File: src/rtl/sdith_pkg.sv
// Shared SDitH parameters: per-set selection, hypercube size, hash lengths, FSM state type.
`ifndef SDITH_CLOG2_DEFINED
`define SDITH_CLOG2_DEFINED
`define CLOG2(x) $clog2(x)
`endif

package sdith_pkg;

    // Each i_star index is one raw byte, so exactly 256 parties.
    localparam int unsigned D_HYPERCUBE = 8;

    function automatic int unsigned sel_lambda(input string ps);
        if (ps == "L3") return 192;
        if (ps == "L5") return 256;
        return 128;
    endfunction

    function automatic int unsigned sel_tau(input string ps);
        if (ps == "L3") return 26;
        if (ps == "L5") return 34;
        return 17;
    endfunction

    function automatic int unsigned sel_k(input string ps);
        if (ps == "L3") return 193;
        if (ps == "L5") return 278;
        return 126;
    endfunction

    function automatic int unsigned sel_t(input string ps);
        if (ps == "L5") return 4;
        return 3;
    endfunction

    function automatic int unsigned sel_d_split(input string ps);
        if (ps == "L1") return 1;
        return 2;
    endfunction

    // Absorb h2 (2*LAMBDA bits), squeeze one byte per repetition.
    function automatic int unsigned hash_input_bits(input int unsigned lambda);
        return 2 * lambda;
    endfunction

    function automatic int unsigned hash_output_bits(input int unsigned tau);
        return tau * 8;
    endfunction

    typedef enum logic [2:0] {
        StIdle,
        StStart,
        StSqueeze,
        StForce,
        StDone
    } evc_state_e;

endpackage

File: src/rtl/sdith_word_ram.sv
// Single-port word RAM: synchronous write, combinational read; the caller registers the read data.
module sdith_word_ram #(
    parameter int unsigned Depth = 8,
    parameter int unsigned Width = 32,
    localparam int unsigned Aw = (Depth > 1) ? $clog2(Depth) : 1
) (
    input  logic             clk_i,
    input  logic             we_i,
    input  logic [Aw-1:0]    addr_i,
    input  logic [Width-1:0] wdata_i,
    output logic [Width-1:0] rdata_o
);

    logic [Width-1:0] mem_q [Depth];

    // Storage is never reset; contents survive a module reset.
    always_ff @(posedge clk_i) begin
        if (we_i) mem_q[addr_i] <= wdata_i;
    end

    assign rdata_o = mem_q[addr_i];

endmodule

File: src/rtl/sdith_expand_view_challenge.sv
// Expands h2 through the external XOF into TAU byte-wide hidden-party indices i_star.
module sdith_expand_view_challenge
    import sdith_pkg::*;
#(
    parameter string       PARAMETER_SET = "L1",
    parameter int unsigned LAMBDA        = sel_lambda(PARAMETER_SET),
    parameter int unsigned SEED_SIZE     = LAMBDA,
    parameter int unsigned TAU           = sel_tau(PARAMETER_SET),
    parameter int unsigned H2_WORDS      = 2 * SEED_SIZE / 32,
    localparam int unsigned AW = $clog2(H2_WORDS),
    localparam int unsigned IW = $clog2(TAU)
) (
    input  logic          i_clk,
    input  logic          i_rst,
    input  logic          i_start,
    output logic          o_done,
    input  logic          i_h2_wr_en,
    input  logic          i_h2_rd_en,
    input  logic [AW-1:0] i_h2_addr,
    input  logic [31:0]   i_h2,
    output logic [31:0]   o_h2,
    input  logic          i_i_star_rd_en,
    input  logic [IW-1:0] i_i_star_addr,
    output logic [7:0]    o_i_star,
    output logic [31:0]   o_hash_data_in,
    input  logic [AW-1:0] i_hash_addr,
    input  logic          i_hash_rd_en,
    input  logic [31:0]   i_hash_data_out,
    input  logic          i_hash_data_out_valid,
    output logic          o_hash_data_out_ready,
    output logic [31:0]   o_hash_input_length,
    output logic [31:0]   o_hash_output_length,
    output logic          o_hash_start,
    input  logic          i_hash_force_done_ack,
    output logic          o_hash_force_done
);

    // Counter must reach TAU+3 (last partial word pushes past TAU).
    localparam int unsigned CW = $clog2(TAU + 4);

    if (D_HYPERCUBE != 8) begin : g_bad_d_hypercube
        $error("sdith_expand_view_challenge supports only D_HYPERCUBE == 8");
    end

    evc_state_e    state_q, state_d;
    logic [CW-1:0] cnt_q, cnt_d;
    logic [7:0]    i_star_q [TAU];

    logic [AW-1:0] ram_addr;
    logic [31:0]   ram_rdata;
    logic          hash_rd, host_rd;
    logic          accept;

    assign o_hash_input_length  = 32'(hash_input_bits(LAMBDA));
    assign o_hash_output_length = 32'(hash_output_bits(TAU));

    // Port arbitration: host write, then XOF read, then host read.
    assign hash_rd = i_hash_rd_en && !i_h2_wr_en;
    assign host_rd = i_h2_rd_en && !i_h2_wr_en && !i_hash_rd_en;
    assign ram_addr = hash_rd ? i_hash_addr : i_h2_addr;

    sdith_word_ram #(
        .Depth (H2_WORDS),
        .Width (32)
    ) u_h2_ram (
        .clk_i   (i_clk),
        .we_i    (i_h2_wr_en),
        .addr_i  (ram_addr),
        .wdata_i (i_h2),
        .rdata_o (ram_rdata)
    );

    assign accept = (state_q == StSqueeze) && i_hash_data_out_valid;

    // Next-state logic and control outputs, decoded from the current state.
    always_comb begin
        state_d               = state_q;
        cnt_d                 = cnt_q;
        o_hash_start          = 1'b0;
        o_hash_data_out_ready = 1'b0;
        o_hash_force_done     = 1'b0;
        o_done                = 1'b0;
        unique case (state_q)
            StIdle: begin
                if (i_start) state_d = StStart;
            end
            StStart: begin
                o_hash_start = 1'b1;
                cnt_d        = '0;
                state_d      = StSqueeze;
            end
            StSqueeze: begin
                o_hash_data_out_ready = 1'b1;
                if (i_hash_data_out_valid) begin
                    cnt_d = cnt_q + CW'(4);
                    if (int'(cnt_d) >= int'(TAU)) state_d = StForce;
                end
            end
            StForce: begin
                o_hash_force_done = 1'b1;
                if (i_hash_force_done_ack) state_d = StDone;
            end
            StDone: begin
                o_done  = 1'b1;
                state_d = StIdle;
            end
            default: state_d = StIdle;
        endcase
    end

    // State, counter and registered read ports.
    always_ff @(posedge i_clk or negedge i_rst) begin
        if (!i_rst) begin
            state_q        <= StIdle;
            cnt_q          <= '0;
            o_h2           <= '0;
            o_hash_data_in <= '0;
            o_i_star       <= '0;
        end else begin
            state_q <= state_d;
            cnt_q   <= cnt_d;
            if (hash_rd) o_hash_data_in <= ram_rdata;
            if (host_rd) o_h2 <= ram_rdata;
            if (i_i_star_rd_en) o_i_star <= i_star_q[i_i_star_addr];
        end
    end

    // Scatter the little-endian bytes of each accepted word into i_star[cnt..cnt+3], clipped at TAU.
    always_ff @(posedge i_clk) begin
        if (accept) begin
            for (int k = 0; k < int'(TAU); k++) begin
                for (int j = 0; j < 4; j++) begin
                    if (int'(cnt_q) + j == k) i_star_q[k] <= i_hash_data_out[8*j +: 8];
                end
            end
        end
    end

endmodule

File: config.mk
export PLATFORM = sky130hd
export DESIGN_NAME = sdith_expand_view_challenge
export DESIGN_NICKNAME = d
export VERILOG_FILES = /design/src/rtl/sdith_pkg.sv /design/src/rtl/sdith_word_ram.sv /design/src/rtl/sdith_expand_view_challenge.sv
export SDC_FILE = /design/constraint.sdc
export NUM_CORES = 1
export LEC_CHECK = 0
export CAP_MARGIN = 25
export CORE_ASPECT_RATIO = 1.75
export CORE_MARGIN = 8
export CORE_UTILIZATION = 50
export CTS_CLUSTER_DIAMETER = 150
export CTS_CLUSTER_SIZE = 30
export DETAILED_ROUTE_END_ITERATION = 12
export PLACE_DENSITY_LB_ADDON = 0.2
export SLEW_MARGIN = 20
export SYNTH_ARGS = -nofsm -noshare
export SYNTH_HDL_FRONTEND = slang
export SYNTH_SLANG_ARGS = --single-unit
File: constraint.sdc
create_clock -name i_clk -period 3.4 [get_ports i_clk]
set_input_delay 0.34 -clock i_clk [delete_from_list [all_inputs] [get_ports i_clk]]
set_output_delay 0.34 -clock i_clk [all_outputs]
set_load 0.1 [all_outputs]
# Word level (Yosys, flattened, before mapping)
# Memory sizes are Yosys's and may differ from the RTL's. A register that Yosys moved wholly into a read port is not among the register bits.
# Cells that the tools add are included.
# totals
regBits	72
mem_bits_rw	392
output_inout_bits	140
memories	2
# classes
n_addsub	4
magnitude_cmp	1
n_eq_ne	72
mux	308
bitwise_logic	51
n_reduce_logical	28
# memory_table
name	words	word_bits	rd	rd_clocked_by_memory_dff	wr	line	source
u_h2_ram.mem_q	8	32	1	0	1	sdith_word_ram.sv:14	logic [Width-1:0] mem_q [Depth];
i_star_q	17	8	1	1	4	sdith_expand_view_challenge.sv:47	logic [7:0] i_star_q [TAU];
# op_table
cell	n
32-bit by 5-bit == test with 1-bit output, second input constant	24
8-bit two-way mux	64
32-bit by 4-bit == test with 1-bit output, second input constant	12
1-bit two-way mux	223
32-bit by 3-bit == test with 1-bit output, second input constant	6
32-bit zero test	4
8-bit OR reduction	13
32-bit by 2-bit == test with 1-bit output, second input constant	3
5-bit two-way mux	14
1-bit bitwise OR	51
5-bit == test, second input constant	9
5-bit by 4-bit == test with 1-bit output, second input constant	4
6-bit by 5-bit == test with 1-bit output, second input constant	3
3-bit two-way mux	5
5-bit by 2-bit adder with 6-bit output, second input constant	2
3-bit case mux with 4 select lines	1
5-bit by 3-bit == test with 1-bit output, second input constant	2
5-bit case mux with 2 select lines	1
5-bit by 1-bit adder with 6-bit output, second input constant	1
3-bit by 2-bit == test with 1-bit output, second input constant	2
2-bit != test, second input constant	3
5-bit by 3-bit adder with 5-bit output, second input constant	1
5-bit by 2-bit == test with 1-bit output, second input constant	1
5-bit >= comparator, second input constant	1
9 further kinds	14

# Depth between registers and ports, before layout
# Gate-level depths: netlist (run 1).
# logic_depth
ltp_word	13
ltp_mapped	9

# Modules after synthesis
# Synthesis (run 1) repeated with hierarchy kept, for this count alone.
# hier_totals
hier_cells	1078
area_unflattened_um2	20398.3
# by_module_without_submodules
mod	instances	cells_per_inst	area_each_um2
sdith_expand_view_challenge	1	657	10538.9
sdith_word_ram	1	421	9859.5

# Worst setup path before layout (run 1)
# No wires, ideal clock.
# synth_timing
path_kind	input -> register
startpoint	input port i_h2_wr_en
endpoint	memory u_h2_ram.mem_q[0][0] (enable)
arrival_time_ps	2843
t_required_ps	2975
slack_ps	132
path_stages	5
path_buffers	2
cell_sequence	buf_2 -> or4b_1 -> o31ai_2 -> buf_4 -> nor2b_1
# synth_between
elab_chain_len	3
elab_cells_between_ends	5
# synth_lines
element	line	source
from (decl)	sdith_expand_view_challenge.sv:17	input logic i_h2_wr_en,
1-bit zero test	sdith_expand_view_challenge.sv:58	assign hash_rd = i_hash_rd_en && !i_h2_wr_en;
1-bit logical AND	sdith_expand_view_challenge.sv:58	
3-bit two-way mux	sdith_expand_view_challenge.sv:60	assign ram_addr = hash_rd ? i_hash_addr : i_h2_addr;
to (decl)	sdith_word_ram.sv:14	
# Several ways; a longest one is shown, not always the timed one.

==> impl_results.md, run 1 <==
* Pleak at 8.68 nW
* Final Max Tran Viols at 0
* Setup tns final at 0 ns
* Final Critical Period at 2.55 ns
* Later-pin clock latency in the skew report at 0.57 ns
* Worst VDD drop at between 0.5 and 0.6 mV
* Max-cap viol count at 0
* Vias per std cell at 5.72
* CP top delay family: simple AND/OR/NAND/NOR gates
* Syn Inst Count at 1719
* Initial antenna violation count at 2
* Post-synthesis cell area at 22200 sq um
* Avg Inst Size Synth at approximately 13 sq um
* Number of enable flip-flop cells after synthesis at ~400
* Cts hold-fix bufs at 1
* Clock sink count at 470
* Clock Path Buffers at 3
* IO Pins at 224
* R2r worst-path depth at 5
* CTS buffer count at 19
* Via count at 13700
* Number of global-route vias before repair at approximately 14000
* Slew margin rel. at 27.8%
* Status: finished, final reports clean
* Post-DP HPWL at 34.5 mm
* Post-synth top cells: edfxtp_1, a21oi_1, nand2_1
* Top cell type's share of synthesized area at 53.0%
* Synth area leaders: edfxtp_1, dfrtp_1, nand2b_1
* Worst hold margin at 0.270 ns
* DR WL/cell at 22.4 um
* Share of post-route cells with drive strength above 1 at approximately a tenth
* Final setup violating endpoints at 0
* Fin crit share at 75.1%
* H-tree depth at 1
* Crit path kind: register to register
* CP endpoint kind: register
* Core ar. at 44000 sq um
* Max incr delay on CP at between 0.4 and 0.5 ns
* Final-report hold violation count at 0
* Crit-path slowest cell: and2_1
* Arrival @ worst endpoint at 2.86 ns
* Port Buffers at ~160
* R2R Path End: i_star_q[14][4]
* Post-DRT Antenna Nets at 0
* Area grow syn2layout at 11.4%
* CP Cell Sequence: nor3b_2 > and2_1 > and3_1 > buf_4 > mux2_1
* Register bit total from synthesis at 470
* Crit path launch type: register
* First-pass iteration count of the detailed router at 7
* Die W at between 150 and 200 um
* R2R setup slack at 0.85 ns
* WP buf/inv at 1
* Crit path max fanout at 30
* Clock skew at around 0.029 ns
* Root Buffer: clkbuf_16
* Asr flop ratio synth at 16.6%
* Post-CTS setup buffers at 0
* Total grt overflow at 0
* Largest net degree at the start of global routing at 99
* CTS resizes at 0
* # nets final at ~1900
* RSZ-0062 raised after global routing: no
* Worst EP required at 3.70 ns
* DRT Wirelength at 53.6 mm
* Die extent in y at 295 um
* Area leader, netlist: edfxtp_1
* Iter 0 DRT Violations at 879
* Worst-margin pin slew at 1.08 ns
* FMAX at 391 MHz
* First-pass GRT wire length at 81.9 mm
* Ant. Diodes at 0
* Gpl congestion at 0.795
* Yosys cell types at 44
* Die ar. at 51700 sq um
* Clk pin slew, worst setup/hold paths at 0.11 ns
* Total GRT Usage at 20.4%
* Hold Path Class: input pin to async pin
* Syn. warnings at 0
* RR Startpoint: state_q[0]
* Pwr dens at between 500 and 600 nW/um^2
* Most instantiated library cell after synthesis: edfxtp_1
* Drt drc at 0
* Register area share after synthesis at 61.8%
* Initial Util at 50.5%
* Top FF cell, synth: edfxtp_1
* CTS tree: built
* Cell Rows at 102
==> cells in the final DEF, fill, tap and decap left out, types with 3 or more instances in the layout <==
master / synthesis / layout
edfxtp_1: 392 / 392
mux2_1: 96 / 96
clkdlybuf4s50_1: 0 / 151
ha_1: 6 / 6
nand2_1: 201 / 201
clkbuf_1: 64 / 13
mux2_2: 71 / 71
mux2i_1: 40 / 40
o21ai_0: 60 / 60
conb_1: 2 / 65
o21ai_1: 43 / 43
buf_4: 75 / 36
and2_1: 3 / 3
buf_12: 0 / 14
clkbuf_16: 0 / 19
nor2b_4: 0 / 3
nand2b_1: 190 / 189
a21oi_1: 205 / 205
nor2_1: 16 / 15
dfrtp_1: 78 / 78
o2111ai_1: 31 / 31
mux4_2: 32 / 32
inv_1: 6 / 6
and3_1: 20 / 20
==> registers in the layout, indices dropped and copies added (netlist names) <==
register	count
cnt_q	3
o_hash_data_in	32
o_i_star	8
state_q	3
i_star_q	136
o_h2	32
u_h2_ram.mem_q	256
==> through the flow <==
stage	area (sq um)	util (%)	std cells	power, mW	worst slack (ns)
global placement	24100	54.8	2360	11.1	0.500
finish	24800	56.2	2397	13.9	0.846
global route	24800	56.2	2397	14.4	0.720
CTS	24700	56.2	2396	14.0	0.834
floorplan	22500	-	1782	10.2	0.132
detailed placement	24200	54.9	2361	11.2	0.408
==> area by class of cell <==
| cell class | count | area [sq um] |
|---|---|---|
| Timing Repair Buffer | 205 | 2130 |
| Clock inverter | 2 | 20.0 |
| Tap cell | 572 | 716 |
| Fill cell | 3619 | 19300 |
| Sequential cell | 470 | 13700 |
| Clock buffer | 32 | 524 |
| Inverter | 6 | 22.5 |
| Multi-Input combinational cell | 1110 | 7620 |
==> per-layer routing <==
| metal | vias to the layer above | global-route usage, % | wire [um] |
|---|---|---|---|
| met2 | 444 | 38.6 | 29100 |
| met5 | - | 0 | 23 |
| met1 | 6885 | 22.6 | 19700 |
| met3 | 77 | 3.73 | 3350 |
| met4 | 4 | 6.08 | 1350 |
| li1 | 6295 | - | - |
==> where the power goes <==
part	leakage [nW]	switching (mW)	internal [mW]
logic	3.90	2.97	1.09
registers	4.52	0.239	6.78
clock network	0.260	1.71	1.09
==> kinds of logic after synthesis <==
kind of cell	Yosys count	share of synthesized area, %
AOI/OAI and AO/OA	355	8.75
and+or+nand+nor	444	10.2
other	2	0.0338
buffers and inverters	202	5.32
DFF	470	61.8
muxes	240	13.6
adders and majority gates	6	0.338
==> worst register-to-register path: stages, from the launching register on <==
cell     delay, ns
dfrtp_1       0.47
nor3b_2       0.26
and2_1        0.48
and3_1        0.31
buf_4         0.38
mux2_1        0.39
==> worst max path at each step <==
| stage | startpoint | to | cells after the start |
|---|---|---|---|
| 2_1_floorplan | i_h2_wr_en | u_h2_ram.mem_q[0][0] | 5 |
| 3_3_place_gp | i_h2_wr_en | o_h2[10] | 7 |
| 3_5_place_dp | i_h2_wr_en | o_hash_data_in[10] | 7 |
| 4_1_cts | o_hash_data_in[22] | o_hash_data_in[22] | 1 |
| 5_1_grt | state_q[1] | i_star_q[13][3] | 5 |
| 6_report | state_q[0] | i_star_q[14][4] | 5 |
(Power assumes the default switching activity.)
==> inputs of run 2 (changes only) <==
Clock period 3.4 ns to 2.6 ns, I/O delays scaled along.
==> run 2 against run 1 <==
  * Utilization up 1.4 points
  * Clock power increased by 31%
  * Highest routed layer unchanged
  * Via count up 1.3%
  * Register-to-register slack worse by 0.66 ns
==> impl_results.md, run 2 (synthesis results as in run 1) <==
* Status: finished, final reports clean
* Max-cap viol count at 0 (unchanged)
* Core ar. at 44000 sq um (unchanged)
* Area grow syn2layout at 14.2%
* Final-report hold violation count at 0 (unchanged)
* Drt drc at 0 (unchanged)
* Number of global-route vias before repair at 14500 (+1.7%)
* Root Buffer: clkbuf_16
* Final Max Tran Viols at 0 (unchanged)
* Clock skew at 0.0154 ns (-0.0133 ns)
* CTS buffer count at 19 (unchanged)
* Slew margin rel. at 52.7% (+25 points)
* Clock Path Buffers at 3 (unchanged)
* Sequential Power Share at 49.9% (-0.6 points)
* Cts hold-fix bufs at 1 (unchanged)
* RR Startpoint: state_q[0]
* RSZ-0062 raised after global routing: no
* H-tree depth at 1 (unchanged)
* Final cell count without fillers at 2427 (+1.3%)
* Pwr dens at 724 nW/um^2 (+29%)
* Net Sw Frac at 35.5% (about the same)
* Total GRT Usage at 20.6% (+0.27 points)
* P_sw at 6.52 mW (+32%)
* IO Pins at 224 (unchanged)
* Crit path launch type: register
* Setup tns final at 0 ns (unchanged)
* Total grt overflow at 0 (unchanged)
* Hold Path Class: input pin to async pin
* Largest net degree at the start of global routing at 85 (-14%)
* Final Critical Period at 2.41 ns (-0.140 ns)
* Iter 0 DRT Violations at 965 (+9.8%)
* Max FFs per register at 256 (unchanged)
* CTS resizes at 0 (unchanged)
* Later-pin clock latency in the skew report at 0.56 ns (about the same)
* Fin crit share at 92.9% (+18 points)
* Gate power share at 30.0% (+0.7 points)
* Final Cell Area at 25400 sq um (+2.5%)
* Worst EP required at 2.91 ns (-0.79 ns)
* Placed cells at 2392 (+1.3%)
* Post-CTS setup buffers at 0 (unchanged)
* Gpl congestion at 0.832 (+4.7%)
* Biggest regs: u_h2_ram.mem_q: 256 flops, i_star_q: 136 flops
* Setup ws final at 0.186 ns (-0.660 ns)
* First-pass GRT wire length at 83.1 mm (+1.5%)
* Final setup violating endpoints at 0 (unchanged)
* Port Buffers at 159 (unchanged)
* Clk pin slew, worst setup/hold paths at 0.12 ns (about the same)
* DR WL/cell at 22.4 um (+0.23%)
* Crit path kind: register to register
* Post-DRT Antenna Nets at 0 (unchanged)
* Initial antenna violation count at 2 (unchanged)
* Area after DPL at 24800 sq um (+2.6%)
* Clock sink count at 470 (unchanged)
* Worst-margin pin slew at 0.708 ns (-0.372 ns)
* Die ar. at 51700 sq um (unchanged)
* Arrival @ worst endpoint at 2.72 ns (-0.14 ns)
* Die W at 175 um (unchanged)
* Total power at 18.4 mW (+32%)
* Largest Register: u_h2_ram.mem_q
* Worst hold margin at 0.213 ns (-0.0565 ns)
* Via count at 13900 (+1.3%)
* Pleak at 9.20 nW (+5.9%)
* Worst VDD drop at 0.732 mV (+38%)
* Final core utilization at 57.6% (+1.4 points)
* Post-DP HPWL at 36.0 mm (+4.3%)
* Vias per std cell at 5.72 (about the same)
* First-pass iteration count of the detailed router at 5 (-2)
* Worst Setup SP: state_q[0]
* Cell Rows at 102 (unchanged)
* DP Worst Slack at -0.0124 ns (-0.421 ns)
* Commonest non-fill, non-tap cell in the layout: edfxtp_1
* Commonest non-fill, non-tap cells in the layout: edfxtp_1, a21oi_1, nand2_1
* Internal at 11.8 mW (+32%)
* Share of post-route cells with drive strength above 1 at 20.7% (+10 points)
* # nets final at 1932 (+1.6%)
* FMAX at 414 MHz (+5.8%)
* Initial Util at 50.5% (unchanged)
* CTS tree: built
* Clock share of power at 20.0% (-0.2 points)
* CP endpoint kind: register
* DRT Wirelength at 54.4 mm (+1.5%)
* Die extent in y at 295 um (unchanged)
* Crit path max fanout at 25 (-17%)
-- run 2: changes by cell type in the layout (fill, tap and decap cells not counted), sizes merged --
cell           previous run  this run
buf                      53       155
clkbuf                   32        31
diode                     0         1
clkdlybuf4s50           151        79
-- run 2: power groups by stage --
stage          logic [mW]  registers [mW]  clock network (mW)
2_1_floorplan        2.38            11.1                   0
3_3_place_gp         5.47            9.32                   0
3_5_place_dp         5.55            9.34                   0
4_1_cts              5.56            9.18                3.78
5_1_grt              5.79            9.24                3.99
6_report             5.52            9.17                3.67
-- run 2: metal layers --
layer / track usage [%] / part of all wire, % / vias up
met5: 0 / 0.024 / -
met4: 7.01 / 2.8 / 2
met3: 3.58 / 6.0 / 97
met2: 38.9 / 55 / 462
met1: 23.0 / 37 / 6973
li1: - / - / 6351
-- run 2: area by class of cell --
type                            count  area [sq um]
Tap cell                          572           716
Timing Repair Buffer              235          2410
Clock buffer                       31           520
Antenna cell                        1          2.50
Sequential cell                   470         13700
Inverter                            6          22.5
Fill cell                        3533         18700
Clock inverter                      2          20.0
Multi-Input combinational cell   1110          7950
-- run 2: final timing paths --
kind,endpoint,slack [ns],cells past startpoint
max,i_star_q[1][6],0.19,5
min,o_hash_data_in[2],0.21,2
max reg2reg,i_star_q[1][6],0.19,5
min reg2reg,o_h2[11],0.52,1
max in group asynchronous,o_hash_data_in[18],1.68,3
min in group i_clk,state_q[1],0.32,2
-- run 2: worst max-delay path, stage by stage (launching register included) --
cell	delay, ns
dfrtp_1	0.49
nor3b_4	0.26
and2_1	0.47
and3_4	0.37
buf_12	0.23
mux2_4	0.32
